**src/rtl/display7seg_mux.sv**
```systemverilog
// Multiplexed N-digit 7-segment driver: hex/BCD decode, blanked digit scanning, frame-synchronous double-buffered load.
// Optional blink support is compiled in with `define DISPLAY7SEG_MUX_BLINK_EN.
module display7seg_mux #(
    parameter int DIGITS     = 4,
    parameter int PRESCALE   = 50000,
    parameter bit ACTIVE_LOW = 1'b1
`ifdef DISPLAY7SEG_MUX_BLINK_EN
    ,
    parameter int BLINK_FRAMES = 64
`endif
) (
    input  logic                  clk,
    input  logic                  reset,
    input  logic                  load,
    input  logic [4*DIGITS-1:0]   data,
    input  logic [DIGITS-1:0]     dp,
    input  logic                  hex_mode,
    input  logic                  blank_lz,
`ifdef DISPLAY7SEG_MUX_BLINK_EN
    input  logic [DIGITS-1:0]     blink_mask,
`endif
    output logic [6:0]            seg,
    output logic                  dp_out,
    output logic [DIGITS-1:0]     an,
    output logic                  pending
);

    localparam int              PW       = (PRESCALE > 1) ? $clog2(PRESCALE) : 1;
    localparam int              IW       = (DIGITS > 1) ? $clog2(DIGITS) : 1;
    localparam logic [PW-1:0]   PRE_LAST = PW'(PRESCALE - 1);
    localparam logic [IW-1:0]   IDX_LAST = IW'(DIGITS - 1);
    localparam logic            POL      = ACTIVE_LOW;

    logic [PW-1:0]         prescaler;
    logic [IW-1:0]         index;
    logic [4*DIGITS-1:0]   shadow;
    logic [4*DIGITS-1:0]   active;
    logic [DIGITS-1:0]     shadow_dp;
    logic [DIGITS-1:0]     active_dp;

    logic                  tick;
    logic                  frame_end;

    logic [3:0]            sel_nibble;
    logic                  sel_dp;
    logic                  sel_blank;
    logic                  sel_dark;
    logic [6:0]            seg_next;
    logic                  dp_next;
    logic [DIGITS-1:0]     an_next;

    assign tick      = (prescaler == PRE_LAST);
    assign frame_end = tick && (index == IDX_LAST);

    // Segments are {a,b,c,d,e,f,g}, active-high here; polarity is applied at the output register.
    function automatic logic [6:0] decode(input logic [3:0] code, input logic hex);
        logic [6:0] s;
        case (code)
            4'h0: s = 7'b1111110;
            4'h1: s = 7'b0110000;
            4'h2: s = 7'b1101101;
            4'h3: s = 7'b1111001;
            4'h4: s = 7'b0110011;
            4'h5: s = 7'b1011011;
            4'h6: s = 7'b1011111;
            4'h7: s = 7'b1110000;
            4'h8: s = 7'b1111111;
            4'h9: s = 7'b1111011;
            4'hA: s = 7'b1110111;
            4'hB: s = 7'b0011111;
            4'hC: s = 7'b1001110;
            4'hD: s = 7'b0111101;
            4'hE: s = 7'b1001111;
            default: s = 7'b1000111;
        endcase
        if (!hex && (code > 4'd9)) begin
            s = 7'b0000000;
        end
        return s;
    endfunction

    // NOTE: sequential state uses non-blocking assignments so every register samples pre-edge values.
    always_ff @(posedge clk or posedge reset) begin
        if (reset) begin
            prescaler <= '0;
            index     <= '0;
            shadow    <= '0;
            shadow_dp <= '0;
            active    <= '0;
            active_dp <= '0;
            pending   <= 1'b0;
        end else begin
            if (tick) begin
                prescaler <= '0;
                index     <= (index == IDX_LAST) ? '0 : index + 1'b1;
            end else begin
                prescaler <= prescaler + 1'b1;
            end

            if (load) begin
                shadow    <= data;
                shadow_dp <= dp;
            end

            // A load landing on the boundary bypasses the shadow so it is never one frame late.
            if (frame_end && load) begin
                active    <= data;
                active_dp <= dp;
                pending   <= 1'b0;
            end else if (frame_end && pending) begin
                active    <= shadow;
                active_dp <= shadow_dp;
                pending   <= 1'b0;
            end else if (load) begin
                pending   <= 1'b1;
            end
        end
    end

`ifdef DISPLAY7SEG_MUX_BLINK_EN
    localparam int FW = $clog2(BLINK_FRAMES + 1);

    logic [FW-1:0] frame_cnt;
    logic          blink_on;

    always_ff @(posedge clk or posedge reset) begin
        if (reset) begin
            frame_cnt <= '0;
            blink_on  <= 1'b1;
        end else if (frame_end) begin
            if (frame_cnt == FW'(BLINK_FRAMES - 1)) begin
                frame_cnt <= '0;
                blink_on  <= ~blink_on;
            end else begin
                frame_cnt <= frame_cnt + 1'b1;
            end
        end
    end
`endif

    // NOTE: every signal driven here gets a default first, so no path can infer a latch.
    always_comb begin : select_digit
        logic zero_run;
        zero_run   = 1'b1;
        sel_nibble = 4'd0;
        sel_dp     = 1'b0;
        sel_blank  = 1'b0;
        sel_dark   = 1'b0;
        an_next    = '0;
        // Walk from the most significant digit so zero_run means "this and all higher nibbles are zero".
        for (int i = DIGITS - 1; i >= 0; i--) begin
            zero_run   = zero_run && (active[4*i +: 4] == 4'd0);
            an_next[i] = (prescaler != '0) && (index == IW'(i));
            if (index == IW'(i)) begin
                sel_nibble = active[4*i +: 4];
                sel_dp     = active_dp[i];
                sel_blank  = blank_lz && (i != 0) && zero_run;
`ifdef DISPLAY7SEG_MUX_BLINK_EN
                sel_dark   = !blink_on && blink_mask[i];
`endif
            end
        end
        seg_next = (sel_blank || sel_dark) ? 7'b0000000 : decode(sel_nibble, hex_mode);
        dp_next  = sel_dp && !sel_dark;
    end

    always_ff @(posedge clk or posedge reset) begin
        if (reset) begin
            seg    <= {7{POL}};
            dp_out <= POL;
            an     <= {DIGITS{POL}};
        end else begin
            seg    <= seg_next ^ {7{POL}};
            dp_out <= dp_next ^ POL;
            an     <= an_next ^ {DIGITS{POL}};
        end
    end

endmodule

```
**config.mk**
```make
export PLATFORM = sky130hd
export DESIGN_NAME = display7seg_mux
export DESIGN_NICKNAME = d
export VERILOG_FILES = /design/src/rtl/display7seg_mux.sv
export SDC_FILE = /design/constraint.sdc
export NUM_CORES = 1
export LEC_CHECK = 0
export BUFFER_PORTS_ARGS = -buffer_cell sky130_fd_sc_hd__clkbuf_2
export CORE_ASPECT_RATIO = 0.5
export CORE_MARGIN = 8
export CORE_UTILIZATION = 40
export DETAILED_ROUTE_END_ITERATION = 7
export MAX_ROUTING_LAYER = met4
export PLACE_DENSITY_LB_ADDON = 0.1
export SYNTH_ARGS = -nofsm -noshare
export SYNTH_HDL_FRONTEND = slang
export SYNTH_SLANG_ARGS = --single-unit
```
**constraint.sdc**
```tcl
create_clock -name clk -period 2.5 [get_ports clk]
set_input_delay 0.375 -clock clk [delete_from_list [all_inputs] [get_ports clk]]
set_output_delay 0.375 -clock clk [all_outputs]
set_load 0.05 [all_outputs]
```
==> results of run 1 <==
[what timing repair did]
item,CTS,global route
gates cloned,0,0
buffers inserted,0,1
endpoints found under the setup margin,7,7
hold endpoints to repair,0,0
pin swaps,1,1
resized for setup,2,4
[flip-flops by register name, indices dropped and copies added, names as in the netlist]
signal / cells
active: 16
active_dp: 4
an: 4
dp_out: 1
index: 2
pending: 1
prescaler: 16
seg: 7
shadow: 16
shadow_dp: 4
[final cells by class]
| class | count | area, sq um | area share (%) |
|---|---|---|---|
| Clock buffer | 12 | 256 | 6.10 |
| Clock inverter | 4 | 28.8 | 0.684 |
| Inverter | 19 | 71.3 | 1.70 |
| Multi-Input combinational cell | 232 | 1600 | 38.0 |
| Sequential cell | 71 | 1790 | 42.6 |
| Tap cell | 117 | 146 | 3.48 |
| Timing Repair Buffer | 54 | 313 | 7.44 |
[tightest hold or removal path: stages]
cell      delay [ns]
clkbuf_2        0.09
inv_2           0.04
buf_4           0.35
[per-layer routing]
| layer | GRT usage [%] | part of all wire [%] | vias to the layer above |
|---|---|---|---|
| met5 | - | 0 | - |
| li1 | - | - | 1276 |
| met3 | 4.40 | 4.9 | 14 |
| met2 | 22.0 | 46 | 47 |
| met4 | 4.54 | 1.2 | 0 |
| met1 | 16.8 | 48 | 1267 |
[kinds of logic after synthesis]
family | count (synthesis) | share of synthesized area [%]
xor+xnor | 14 | 3.49
fa+ha+maj | 12 | 4.27
simple gates | 117 | 16.4
mux | 24 | 7.90
compound gates | 65 | 13.1
buf+inv | 35 | 3.95
flops | 71 | 51.0
[cells in the final DEF (no fill, tap or decap), types with 3 or more instances in the layout]
master     count
a211o_1        3
a211oi_1       4
a21o_1         9
a21oi_1        4
a22oi_1        7
and2_1         4
and3_1         3
buf_4         17
clkbuf_16      9
clkbuf_2      37
dfrtp_1       59
dfstp_2       12
ha_1           9
ha_2           3
inv_1         18
mux2_2        14
mux2_4         4
mux2i_1        6
nand2_1       47
nand3_1       12
nand4_1        3
nor2_1        25
nor2b_1        3
nor3_1         5
o211ai_1       9
o21ai_0       16
o221ai_1       3
o2bb2a_1       4
xnor2_1        5
xor2_1         9
[worst min path at each step]
| stage | slack [ns] | to |
|---|---|---|
| 2_1_floorplan | 0.43 | dp_out |
| 3_3_place_gp | 0.47 | prescaler[11] |
| 3_5_place_dp | 0.48 | prescaler[11] |
| 4_1_cts | 0.12 | prescaler[15] |
| 5_1_grt | 0.15 | prescaler[13] |
| 6_report | 0.11 | prescaler[15] |
[report_power, final]
part / internal [uW] / leakage [uW] / switching (uW) / total [uW]
registers: 1210 / 0.000851 / 30.6 / 1240
logic: 77.6 / 0.00102 / 115 / 193
clock network: 727 / 0.000135 / 468 / 1200
total: 2020 / 0.00201 / 614 / 2630
[per-stage QoR]
step	std cells	util (%)	power, uW
floorplan	338	-	1390
global placement	492	45.3	1450
detailed placement	492	45.3	1460
CTS	508	48.6	2670
global route	509	48.8	2750
finish	509	48.8	2630
==> flow_summary.json, run 1 <==
{
  "status": "finished clean",
  "hp-class": "input port to asynchronous set/reset pin",
  "drtIter0Drc": 120,
  "place_area_sq_um": 3900,
  "overflow": 0,
  "synth_area_leader_cell": "dfrtp_1",
  "fin_hold_ws_ns": 0.111,
  "worstPathRequired_ns": 2.73,
  "num_rows": 24,
  "die_width_microns": 149,
  "grtUsageTotal_pct": 13.9,
  "hpwl_microns": 5680,
  "ys_types": 43,
  "gp_congestion": 0.852,
  "root_buffer": "clkbuf_16",
  "ys.flop_type": "dfrtp_1",
  "die_y_microns": 82.3,
  "finalMaxSlewViolations": 0,
  "grt_max_degree": 40,
  "viasPerCell": 5.12,
  "r2r-end": "seg[1]",
  "crit_cells": 11,
  "io_buffers": 37,
  "synth_common_cells": "59 x dfrtp_1, 47 x nand2_1, 25 x nor2_1",
  "cts.sinks": 71,
  "via_count": 2604,
  "dp_slack_ns": -0.151,
  "cpLargestDelayFamily": "compound AO/OA/AOI/OAI gates",
  "wl_microns": 7740,
  "r2r_slack_ns": 0.13,
  "timing.final.ws_setup_ns": 0.129,
  "critical_path.startpoint_type": "flop",
  "ant_nets": 0,
  "power_density_nw_per_um2": 625,
  "synth-seq-area-share_pct": 51.0,
  "post_route_cells_drive_above_1_share_pct": 27.8,
  "synth.avg_cell_area_sq_um": 10.4,
  "worstPathCellList": "inv_1, ha_2, buf_4, o21ai_0, a22o_2, inv_1, ha_1, o221ai_1, a21oi_2, buf_4, o221ai_1",
  "maxCapViolations": 0,
  "antenna_found_initial": 0,
  "fmax_mhz": 422,
  "rsz0062_at_grt": "false",
  "grt_pass1_wl_microns": 13000,
  "critical-path-max-stage-delay_ns": 0.40,
  "setup_viol": 0,
  "syn_area_sq_um": 3520,
  "setup_tns_ns": 0,
  "path_class": "flop to flop",
  "cp-endpoint": "seg[1]",
  "fin_nets": 424,
  "initial_utilization_pct": 40.8,
  "p_leak_uw": 0.00201,
  "cp-end-kind": "flop",
  "ios": 38,
  "crit_slowest_cell": "dfrtp_1",
  "num-fill-cells": 801,
  "drc_errors": 0,
  "first_global_vias": 2657,
  "worstSkewPairLatency_ns": 0.33,
  "period_share_pct": 94.8,
  "cp_num_buf_inv": 4,
  "worstPathMaxFanout": 7,
  "worst_pin_slew_ns": 0.528,
  "ctsHoldBuffers": 0,
  "synth_area_leaders": "dfrtp_1 42%, dfstp_2 9.0%, nand2_1 5.0%",
  "cts_tree": "built",
  "ctsHtreeMaxLevel": 3,
  "stdcell_area_sq_um": 4210,
  "finalHoldViolCount": 0,
  "syn_inst": 338,
  "ys_warn_count": 0,
  "numCtsBuffers": 9,
  "cts.clk_slew.worst_paths_ns": 0.06,
  "area_growth_pct": 19.6,
  "r2r_start": "index[0]",
  "synth.ff_latch_count": 71,
  "routedWlPerCell_microns": 15.2,
  "synthesis.nets": 375,
  "synth_top_cell_area_share_pct": 42.0,
  "period_needed_ns": 2.37,
  "diodes": 0,
  "cp-startpoint": "index[0]",
  "synthArstFlopShare_pct": 100,
  "clock_path_buffers": 2,
  "core-area_sq_um": 8620,
  "dieArea_sq_um": 12200,
  "drtPass1Iterations": 4,
  "cp.arrival_ns": 2.60,
  "fin_skew_ns": 0.00474,
  "peakVddDrop_mv": 0.355,
  "synth-edff-count": 0,
  "reg2reg_depth": 11,
  "slew_headroom_pct": 64.8,
  "yosysMostFrequentCell": "dfrtp_1"
}
Note: power is estimated with default switching activity, not from simulation.
==> run 2: changes to the inputs <==
ABC_AREA = 1   (was not set)
CORE_ASPECT_RATIO = 1.2   (was 0.5)
==> run 2 against run 1 <==
Sequential share of layout area decreased by 0.61 points; count of clock-buffer cells in the layout rose by 1; sequential power decreased by 4%; non-clock buffer count fell by 8; core utilization decreased by 1.6 points; via count up 16%; die area grew 3.3%; critical path depth is 3 higher; maximum frequency rose by 8.2%; synthesized area is 5.6% higher; largest power group unchanged.
==> flow_summary.json, run 2 <==
{
  "status": "finished clean",
  "worstSkewPairLatency_ns": 0.35,
  "setup_viol": 0,
  "finalHoldViolCount": 0,
  "power_density_nw_per_um2": 556,
  "r2r_start": "index[0]",
  "timing.final.ws_setup_ns": 0.308,
  "worstPathMaxFanout": 6,
  "cp_num_buf_inv": 3,
  "clock_path_buffers": 2,
  "drc_errors": 0,
  "critical-path-max-stage-delay_ns": 0.40,
  "worstPathRequired_ns": 2.78,
  "power_frac_seq_pct": 50.4,
  "die_width_microns": 104,
  "fin_skew_ns": 0.00859,
  "top_regs": "active: 16 flops, prescaler: 16 flops, shadow: 16 flops",
  "crit_slowest_cell": "dfrtp_1",
  "synthArstFlopShare_pct": 100,
  "wl_microns": 8320,
  "diodes": 0,
  "synth_area_leaders": "dfrtp_1 40%, nand2_1 15%, dfstp_2 8.5%",
  "ys.flop_type": "dfrtp_1",
  "final_util_pct": 47.2,
  "setup_tns_ns": 0,
  "initial_utilization_pct": 41.1,
  "layout_common_cells": "145 x nand2_1, 63 x inv_1, 59 x dfrtp_1",
  "place_area_sq_um": 4040,
  "syn_inst": 474,
  "grt_max_degree": 40,
  "first_global_vias": 3043,
  "cts.clk_slew.worst_paths_ns": 0.08,
  "syn_area_sq_um": 3710,
  "synthesis.nets": 511,
  "slew_headroom_pct": 57.9,
  "dieArea_sq_um": 12600,
  "period_share_pct": 87.7,
  "synth-seq-area-share_pct": 48.3,
  "hp-class": "input port to asynchronous set/reset pin",
  "viasPerCell": 4.70,
  "die_y_microns": 122,
  "p_sw_share_pct": 22.1,
  "finalMaxSlewViolations": 0,
  "core-area_sq_um": 9030,
  "num_rows": 38,
  "maxCapViolations": 0,
  "peakVddDrop_mv": 0.218,
  "overflow": 0,
  "synth.avg_cell_area_sq_um": 7.83,
  "intPower_uw": 1850,
  "cp.arrival_ns": 2.47,
  "cp-startpoint": "index[0]",
  "ys_warn_count": 0,
  "finalPower_uw": 2370,
  "clock_power_share_pct": 43.7,
  "layout_commonest_cell": "nand2_1",
  "worstPathCellList": "inv_1, ha_2, inv_1, nor2_1, nand2_1, nand3_1, o21ai_0, inv_1, ha_1, nand3_1, nand2_1, nor2_1, nor2_2, nand2_1",
  "dp_slack_ns": 0.177,
  "post_route_cells_drive_above_1_share_pct": 16.1,
  "ios": 38,
  "ctsHtreeMaxLevel": 3,
  "fmax_mhz": 456,
  "root_buffer": "clkbuf_8",
  "yosysMostFrequentCell": "nand2_1",
  "worst_pin_slew_ns": 0.630,
  "grtUsageTotal_pct": 14.2,
  "synth_common_cells": "145 x nand2_1, 64 x inv_1, 59 x dfrtp_1",
  "grt_pass1_wl_microns": 14200,
  "via_count": 3020,
  "critical_path.startpoint_type": "flop",
  "synth_area_leader_cell": "dfrtp_1",
  "period_needed_ns": 2.19,
  "routedWlPerCell_microns": 13.0,
  "combPwrFrac_pct": 5.9,
  "io_buffers": 37,
  "hpwl_microns": 6270,
  "area_growth_pct": 14.9,
  "fin_nets": 554,
  "ys_types": 35,
  "gp_congestion": 0.900,
  "ant_nets": 0,
  "post_cts_buffers": 0,
  "cts_tree": "built",
  "cpLargestDelayFamily": "simple AND/OR/NAND/NOR gates",
  "stdcell_area_sq_um": 4270,
  "cts.sinks": 71,
  "synth-edff-count": 0,
  "numCtsBuffers": 9,
  "rsz0062_at_grt": "false",
  "synth.ff_latch_count": 71,
  "synth_top_cell_area_share_pct": 39.8,
  "p_leak_uw": 0.00223,
  "antenna_found_initial": 0,
  "cp-end-kind": "flop",
  "drtIter0Drc": 94,
  "path_class": "flop to flop",
  "drtPass1Iterations": 4,
  "net-switching-power_uw": 523
}
[run 2: metal layers]
metal / global-route usage [%] / wire length [microns] / share of wire (%) / up-vias
met5: - / 0 / 0 / -
met4: 5.44 / 142 / 1.7 / 0
met3: 3.43 / 306 / 3.7 / 14
met2: 23.7 / 4110 / 49 / 52
met1: 16.3 / 3760 / 45 / 1377
li1: - / - / - / 1577
[run 2: kinds of logic (layout without fill, tap and decap cells)]
logic type,after synthesis,count (layout),share of synthesized area (%)
AND/OR/NAND/NOR,254,254,29.9
flip-flops,71,71,48.3
XOR/XNOR,6,6,1.42
buffers and inverters,81,129,9.20
AO/OA/AOI/OAI,50,50,7.18
adder cells (fa/ha/maj),12,12,4.04
[run 2: power by group through the flow]
stage | logic [uW] | registers [uW] | clock network, uW
after floorplan | 76.0 | 1230 | 0
after detailed placement | 144 | 1220 | 0
final | 141 | 1190 | 1040
after global placement | 143 | 1210 | 0
after global routing | 164 | 1200 | 1120
after CTS | 145 | 1190 | 1070
[run 2: cell type report]
| cell class | count | area, sq um |
|---|---|---|
| repair buffers | 46 | 265 |
| multi-input cells | 322 | 1580 |
| inverters | 67 | 251 |
| flip-flops and latches | 71 | 1790 |
| clock inverters | 3 | 65.1 |
| clock buffers | 13 | 159 |
| well taps | 120 | 150 |
| fillers | 952 | 4770 |
[run 2: through the flow]
step                      hold slack (ns)  cells
after floorplan                     0.433    474
after global placement              0.460    626
after detailed placement            0.454    626
after CTS                          0.0984    642
after global routing                0.134    642
final                              0.0894    642
[run 2: worst register-to-register path, stage by stage (launching register included)]
cell and delay [ns]:
dfrtp_1 0.40, inv_1 0.14, ha_2 0.26, inv_1 0.11
nor2_1 0.13, nand2_1 0.07, nand3_1 0.07, o21ai_0 0.11
inv_1 0.10, ha_1 0.19, nand3_1 0.13, nand2_1 0.10
nor2_1 0.06, nor2_2 0.19, nand2_1 0.08
[run 2: worst paths after layout]
check / cells after the start / slack (ns) / endpoint
worst max-delay path: 14 / 0.31 / seg[5]
worst min-delay path: 2 / 0.09 / prescaler[10]
worst max register to register: 14 / 0.31 / seg[5]
worst min register to register: 2 / 0.47 / shadow[1]
max in group asynchronous: 3 / 1.72 / an[2]
min in group clk: 3 / 0.25 / shadow[15]
[run 2: repair_timing]
item                                    4_1_cts  5_1_grt
hold buffers                                  0        0
endpoints found under the setup margin        0        6
gates resized for setup                       0        2
==> run 3: changes to the inputs <==
ABC_AREA = not set   (was 1)
==> run 3 against run 2 <==
Final cell count shrank 21%; clock power shrank 22%; total power shrank 5.4%; setup slack lost 0.13 ns; critical endpoint is now seg[1].
==> flow_summary.json, run 3 (synthesis gave the netlist of run 1 again) <==
{
  "wl_microns": 7470,
  "ios": 38,
  "r2r_start": "index[0]",
  "seqCellArea_sq_um": 1790,
  "setup_viol": 0,
  "worstPathRequired_ns": 2.75,
  "r2r_slack_ns": 0.18,
  "ant_nets": 0,
  "drtPass1Iterations": 4,
  "num_rows": 37,
  "power_density_nw_per_um2": 547,
  "ctsHtreeMaxLevel": 3,
  "die_y_microns": 119,
  "final_util_pct": 47.9,
  "worstSkewPairLatency_ns": 0.35,
  "post_route_cells_drive_above_1_share_pct": 27.9,
  "drtIter0Drc": 73,
  "cp-startpoint": "index[0]",
  "slew_headroom_pct": 64.1,
  "dp.cells": 490,
  "antenna_found_initial": 0,
  "fin_skew_ns": 0.0106,
  "routedWlPerCell_microns": 14.7,
  "dieArea_sq_um": 12100,
  "hpwl_microns": 5340,
  "intPower_uw": 1670,
  "gp_congestion": 0.838,
  "finalHoldViolCount": 0,
  "net-switching-power_uw": 568,
  "first_global_vias": 2637,
  "worstPathCellList": "inv_1, ha_1, a21oi_1, o21ai_0, a22o_1, inv_2, ha_1, o221ai_1, a21oi_2, buf_4, o221ai_1",
  "clock_power_share_pct": 36.1,
  "finalNonFillerCells": 508,
  "worst_pin_slew_ns": 0.533,
  "die_width_microns": 102,
  "overflow": 0,
  "viasPerCell": 5.03,
  "grtUsageTotal_pct": 14.1,
  "multiInputGateArea_sq_um": 1610,
  "numCtsBuffers": 9,
  "drc_errors": 0,
  "root_buffer": "clkbuf_8",
  "grt_pass1_wl_microns": 13000,
  "top_regs": "active: 16 flops, prescaler: 16 flops, shadow: 16 flops",
  "crit_slowest_cell": "dfrtp_1",
  "cp-end-kind": "flop",
  "fin_hold_ws_ns": 0.0761,
  "reg2reg_depth": 11,
  "initial_utilization_pct": 41.1,
  "period_needed_ns": 2.32,
  "core-area_sq_um": 8560,
  "layout_commonest_cell": "dfrtp_1",
  "cp.arrival_ns": 2.58,
  "p_leak_uw": 0.00196,
  "critical_path.startpoint_type": "flop",
  "period_share_pct": 93.0,
  "cts.sinks": 71,
  "critical-path-max-stage-delay_ns": 0.40,
  "path_class": "flop to flop",
  "worstPathMaxFanout": 7,
  "hp-class": "input port to asynchronous set/reset pin",
  "cts.clk_slew.worst_paths_ns": 0.07,
  "layout_common_cells": "59 x dfrtp_1, 47 x nand2_1, 37 x clkbuf_2",
  "via_count": 2557,
  "clock_path_buffers": 2,
  "area_growth_pct": 16.7,
  "diodes": 0,
  "maxCapViolations": 0,
  "grt_max_degree": 72,
  "setup_tns_ns": 0,
  "combPwrFrac_pct": 8.7,
  "finalMaxSlewViolations": 0,
  "cts_tree": "built",
  "io_buffers": 37,
  "power_frac_seq_pct": 55.2,
  "num-fill-cells": 836,
  "rsz0062_at_grt": "false",
  "fmax_mhz": 430,
  "peakVddDrop_mv": 0.201,
  "fin_nets": 423,
  "p_sw_share_pct": 25.3,
  "status": "finished clean"
}
-- run 3: cell types whose count changed in the layout (fill, tap and decap cells not counted), moves of 7 or more --
cell      delta
nand2_1     -98
inv_1       -46
nand3_1     -26
a21oi_1     -14
mux2_2      +14
a21o_1       +9
nand3b_1     -9
o21ai_0      -9
nor2_1       -8
o211ai_1     +8
a22oi_1      +7
buf_4        +7
-- run 3: final cells by class --
class,count,share of cell area [%]
clock buffer,13,3.63
clock inverter,3,0.458
sequential,71,43.7
multi-input combinational,232,39.2
timing repair buffer,53,7.75
inverter,19,1.74
tap,117,3.57
-- run 3: through the flow --
stage | area [sq um] | setup slack [ns] | power, uW
after floorplan | 3520 | 0.0368 | 1390
after global placement | 3900 | 0.0133 | 1450
after detailed placement | 3900 | -0.0778 | 1460
after CTS | 4070 | 0.0143 | 2280
after global routing | 4100 | 0.00909 | 2370
final | 4100 | 0.175 | 2240
-- run 3: timing repair --
action,4_1_cts,5_1_grt
buffers inserted,0,2
hold buffers,0,0
gates cloned,0,0
setup endpoints to repair,7,7
pin swaps,0,2
resized for setup,1,7
-- run 3: power by group through the flow --
| stage | sequential (uW) | combinational [uW] | clock (uW) |
|---|---|---|---|
| after floorplan | 1280 | 107 | 0 |
| after CTS | 1240 | 198 | 846 |
| after global placement | 1260 | 195 | 0 |
| after detailed placement | 1260 | 197 | 0 |
| after global routing | 1250 | 220 | 898 |
| final | 1240 | 195 | 809 |
-- run 3: per-layer routing --
layer / GRT usage [%] / share of wire (%)
met1: 17.4 / 46
met2: 21.2 / 50
met3: 2.47 / 3.8
met4: 7.56 / 0.48
met5: - / 0
-- run 3: worst paths after layout --
path,endpoint
worst max-delay path,seg[1]
worst min-delay path,prescaler[0]
worst max register to register,seg[1]
worst min register to register,prescaler[13]
min in group clk,shadow[2]
max in group asynchronous,dp_out
-- run 3: worst max-delay path, delay by kind of cell (launching register included) --
family                   cells  cell delay (ns)
AO/OA/AOI/OAI                6             0.99
adder cells (fa/ha/maj)      2             0.48
flip-flops                   1             0.40
buffers and inverters        3             0.37
